--- src/rtl/instr_mem_loader.sv ---
// Instruction-memory loader: assembles a little-endian byte stream into 32-bit
// words and writes them to consecutive word addresses, keeping a running XOR checksum.
module instr_mem_loader #(
    parameter int          DEPTH     = 64,
    parameter logic [31:0] ADDR_BASE = 32'h0
) (
    input  logic        clk,
    input  logic        rst_n,
    input  logic        start,
    input  logic [7:0]  num_words,
    input  logic [7:0]  byte_in,
    input  logic        byte_valid,
    output logic        byte_ready,
    output logic        mem_we,
    output logic [31:0] mem_addr,
    output logic [31:0] mem_wdata,
    output logic        busy,
    output logic        done,
    output logic        err,
    output logic [31:0] checksum
);

    typedef enum logic [1:0] {
        S_IDLE  = 2'd0,
        S_LOAD  = 2'd1,
        S_WRITE = 2'd2,
        S_DONE  = 2'd3
    } state_t;

    localparam logic [31:0] DEPTH_U = 32'(DEPTH);

    state_t      r_state;
    state_t      w_next;
    logic [7:0]  r_num_words;
    logic [7:0]  r_word_idx;
    logic [1:0]  r_byte_cnt;
    logic [31:0] r_word;
    logic [31:0] r_checksum;
    logic        r_err;

    logic        w_start_ok;
    logic        w_too_many;
    logic        w_hs;
    logic        w_last_byte;
    logic        w_last_word;

    assign w_start_ok  = start && ((r_state == S_IDLE) || (r_state == S_DONE));
    assign w_too_many  = {24'd0, num_words} > DEPTH_U;
    assign w_hs        = byte_valid && (r_state == S_LOAD);
    assign w_last_byte = w_hs && (r_byte_cnt == 2'd3);
    assign w_last_word = (r_word_idx + 8'd1) == r_num_words;

    always_ff @(posedge clk or negedge rst_n) begin
        if (!rst_n) begin
            r_state <= S_IDLE;
        end else begin
            r_state <= w_next;
        end
    end

    always_comb begin
        w_next     = r_state;
        byte_ready = 1'b0;
        mem_we     = 1'b0;
        mem_addr   = ADDR_BASE;
        mem_wdata  = 32'd0;
        busy       = 1'b0;
        done       = 1'b0;
        case (r_state)
            S_IDLE, S_DONE: begin
                done = (r_state == S_DONE);
                if (start) begin
                    // Empty or oversized requests finish immediately without writing.
                    if ((num_words == 8'd0) || w_too_many) begin
                        w_next = S_DONE;
                    end else begin
                        w_next = S_LOAD;
                    end
                end
            end
            S_LOAD: begin
                byte_ready = 1'b1;
                busy       = 1'b1;
                if (w_last_byte) begin
                    w_next = S_WRITE;
                end
            end
            S_WRITE: begin
                busy      = 1'b1;
                mem_we    = 1'b1;
                mem_wdata = r_word;
                mem_addr  = ADDR_BASE + {22'd0, r_word_idx, 2'b00};
                w_next    = w_last_word ? S_DONE : S_LOAD;
            end
            default: w_next = S_IDLE;
        endcase
    end

    always_ff @(posedge clk or negedge rst_n) begin
        if (!rst_n) begin
            r_num_words <= 8'd0;
            r_word_idx  <= 8'd0;
            r_byte_cnt  <= 2'd0;
            r_word      <= 32'd0;
            r_checksum  <= 32'd0;
            r_err       <= 1'b0;
        end else begin
            if (w_start_ok) begin
                r_num_words <= num_words;
                r_word_idx  <= 8'd0;
                r_byte_cnt  <= 2'd0;
                r_word      <= 32'd0;
                r_checksum  <= 32'd0;
                r_err       <= w_too_many;
            end
            // Byte counter wraps to 0 on the 4th byte, ready for the next word.
            if (w_hs) begin
                r_word[{r_byte_cnt, 3'b000} +: 8] <= byte_in;
                r_byte_cnt                        <= r_byte_cnt + 2'd1;
            end
            if (r_state == S_WRITE) begin
                r_checksum <= r_checksum ^ r_word;
                r_word_idx <= r_word_idx + 8'd1;
            end
        end
    end

    assign err      = r_err;
    assign checksum = r_checksum;

endmodule

--- config.mk ---
export PLATFORM = sky130hd
export DESIGN_NAME = instr_mem_loader
export DESIGN_NICKNAME = d
export VERILOG_FILES = /design/src/rtl/instr_mem_loader.sv
export SDC_FILE = /design/constraint.sdc
export NUM_CORES = 1
export LEC_CHECK = 0
export CAP_MARGIN = 20
export CORE_UTILIZATION = 45
export CTS_CLUSTER_DIAMETER = 60
export DETAILED_ROUTE_END_ITERATION = 10
export GPL_TIMING_DRIVEN = 0
export PLACE_DENSITY = 0.87
export SLEW_MARGIN = 20
export SYNTH_ARGS = -nofsm -noshare
export SYNTH_HDL_FRONTEND = slang
export SYNTH_SLANG_ARGS = --single-unit
--- constraint.sdc ---
create_clock -name clk -period 2.15 [get_ports clk]
set_input_delay 0.3225 -clock clk [delete_from_list [all_inputs] [get_ports clk]]
set_output_delay 0.3225 -clock clk [all_outputs]
set_load 0.01 [all_outputs]
==> run_results.csv <==
group,metric,value,unit
drt,wirelength,10.16,mm
clocking,root_buffer,"clkbuf_8",
sta,whs,412.2,ps
placement,hpwl,7.328,mm
drt,via_count,3347,
sta,tightest_slew,712.6,ps
drt,drtAntennaViolNets,0,
status,status,"finished clean",
clocking,cts.htree.levels,3,
critical_path,reg2reg_from,"r_word_idx[1]",
sta,tns,0,ps
flow_run,cap_viol_max_count,0,
synth,synth_top_family_by_area,"simple AND/OR/NAND/NOR gates",
synth,syn_area,4108,sq um
clocking,cts_buffer_depth,2,
critical_path,arrival,1760,ps
floorplanning,io_pins,121,
power_and_ir_drop,p_per_area,983.1,nW/um^2
cells_and_area,antennaDiodeCount,0,
critical_path,worstSetupStartpointType,"flip-flop",
synth,synthSimpleGateAreaFrac,0.1721,
grt,first_global_vias,3360,
sta,fin_skew,11.50,ps
drt,firstDrtPassIters,5,
critical_path,critPathSlowestCell,"dfrtp_2",
sta,relSlewSlack,0.5249,
placement,io_buffers,96,
critical_path,crit_start,"r_state[1]",
synth,synth_xor_area_frac,0.08742,
critical_path,crit_fanout,10,
critical_path,worstSetupPathType,"flip-flop to output pin",
clocking,clock_sinks,85,
grt,grt.total_usage,0.2198,
worst_hold_path,hold_class,"input pin to asynchronous set/reset pin",
placement,routabilityCongestion,0.7908,
cells_and_area,area_growth_syn_to_layout,36.55,%
cells_and_area,nNetsFinal,561,
cells_and_area,final_core_util,0.6401,
grt,overflow,0,
cells_and_area,fillCellCount,707,
floorplanning,coreArea,8763,sq um
synth,synth_adder_area_share,0.03046,
clocking,clk_latency,360,ps
floorplanning,die_h,97.54,microns
drt,wl_per_cell,15.78,microns
cells_and_area,multi_input_area,1818,sq um
power_and_ir_drop,leakagePower,2.787,nW
drt,via_per_inst,5.197,
synth,ys_seq_elements,85,
critical_path,slowest_delay,460,ps
critical_path,crit_path_cell_trace,"ha_4 > clkbuf_8 > buf_6 > and2_1 > dlygate4sd2_1",
critical_path,endpoint_kind,"output pin",
clocking,cts_tree,"yes",
floorplanning,num_rows,34,
synth,netlist_instances,395,
sta,setup_viol,0,
grt,grt_start_max_net_pins,62,
floorplanning,dieArea,9514,sq um
power_and_ir_drop,ir_drop,0.6726,mV
floorplanning,start_util,0.4687,
synth,syn_area_per_cell,10.40,sq um
sta,rsz0062_at_grt,"no",
synth,synth_compound_area_frac,0.1081,
grt,grt_antenna_before_repair,0,
synth,synth_mux_area_frac,0.01462,
clocking,path_clk_slew,90,ps
drt,drt_iter0_markers,165,
cells_and_area,regArea,2131,sq um
sta,maxClockFrequency,479.1,MHz
sta,finalHoldViolCount,0,
sta,period_share,0.9708,
synth,ys_warn_count,0,
cells_and_area,final_common_cell,"dfrtp_1",
sta,drv_slew,0,
clocking,cts_buffers,9,
synth,seq_area_frac_synth,0.5178,
cells_and_area,layout_common_cells,"dfrtp_1, clkdlybuf4s50_1, nand2_1",
synth,synth_cell_types,34,
sta,min_period,2087,ps
critical_path,crit_required,1830,ps
floorplanning,die_w,97.54,microns
grt,grt_pass1_wl,16.40,mm
drt,drc_errors,0,
cells_and_area,layout-drive-gt1-share,0.1362,
==> routing by layer <==
metal	track usage	wire (microns)	vias up
met2	0.3760	5275	125
met4	0.1075	285	0
met5	0	0	-
met3	0.04101	602	25
met1	0.2658	4000	1652
li1	-	-	1545
==> registers in the layout (all words and copies together) (netlist names) <==
name and cells:
r_word 32, err 1, r_state 2, r_word_idx 8, r_num_words 8, checksum 32
r_byte_cnt 2
==> kinds of logic after synthesis <==
logic type / count (synthesis)
and+or+nand+nor: 142
DFF: 85
AOI/OAI and AO/OA: 60
buffers and inverters: 50
xor gates and xnor gates: 41
adders and majority gates: 10
muxes: 6
other: 1
==> path summary, 6_finish.rpt <==
path,end,slack (ps),cells past startpoint
min in group clk,checksum[1],480,1
hold / removal,r_word_idx[7],410,2
hold reg to reg,checksum[1],480,1
setup reg to reg,r_state[1],110,6
setup / recovery,mem_addr[7],60,5
max in group asynchronous,checksum[9],1140,3
==> where the power goes <==
part	total (mW)	switching [mW]	internal, mW	leakage [nW]
clock	1.30	0.604	0.694	0.110
sequential	2.10	0.224	1.87	1.16
combinational	2.12	1.19	0.928	1.52
==> layout make-up <==
class / count / area share
sequential: 85 / 0.3799
multi-input combinational: 283 / 0.3241
timing repair buffer: 102 / 0.1731
buffer: 41 / 0.05175
clock buffer: 10 / 0.02454
tap: 108 / 0.02409
clock inverter: 6 / 0.01651
inverter: 9 / 0.006023
==> synth_stat cells <==
master | number | share of area
ha_1 | 10 | 0.030
inv_1 | 7 | 0.0064
nand4_1 | 3 | 0.0046
and2_1 | 38 | 0.058
nor2_2 | 1 | 0.0015
o31ai_1 | 2 | 0.0037
or2_2 | 2 | 0.0030
nor4_2 | 2 | 0.0061
nor2b_1 | 1 | 0.0015
clkbuf_1 | 15 | 0.014
o22ai_1 | 1 | 0.0015
o31ai_2 | 1 | 0.0030
o21ai_1 | 10 | 0.012
nor2_1 | 36 | 0.033
mux2i_1 | 6 | 0.015
nand3_1 | 7 | 0.0085
a21oi_1 | 11 | 0.013
buf_4 | 25 | 0.046
xor2_1 | 3 | 0.0064
or2_1 | 1 | 0.0015
inv_2 | 2 | 0.0018
conb_1 | 1 | 0.00091
buf_1 | 1 | 0.00091
a21boi_0 | 1 | 0.0018
xnor2_1 | 38 | 0.081
nand2_1 | 43 | 0.039
and4_1 | 4 | 0.0085
o221ai_1 | 1 | 0.0021
dfrtp_1 | 85 | 0.52
and2b_1 | 1 | 0.0018
or4_1 | 2 | 0.0037
o2111ai_1 | 1 | 0.0021
a22o_1 | 32 | 0.068
nor3_1 | 1 | 0.0012
==> worst max-delay path, delay by kind of cell (launching register included) <==
family / cells / cell delay (ps)
adder cells (fa/ha/maj): 1 / 210
buffers and inverters: 3 / 590
flip-flops: 1 / 460
AND/OR/NAND/NOR: 1 / 150
==> what timing repair did <==
item / in CTS / in global routing
hold buffers: 1 / 0
buffers inserted: 2 / 2
resized for setup: 59 / 17
hold endpoints to repair: 24 / 0
setup endpoints to repair: 51 / 24
==> stage by stage <==
stage | instances | setup slack (ps) | instance area (sq um) | power, mW
global route | 644 | 3.526 | 5609 | 5.825
detailed placement | 623 | -506.7 | 5315 | 4.032
CTS | 642 | 11.10 | 5573 | 5.434
global placement | 622 | -2140 | 5290 | 3.924
floorplan | 418 | 224.5 | 4194 | 3.294
finish | 644 | 62.77 | 5609 | 5.514
Note: power is estimated with default switching activity, not from simulation.
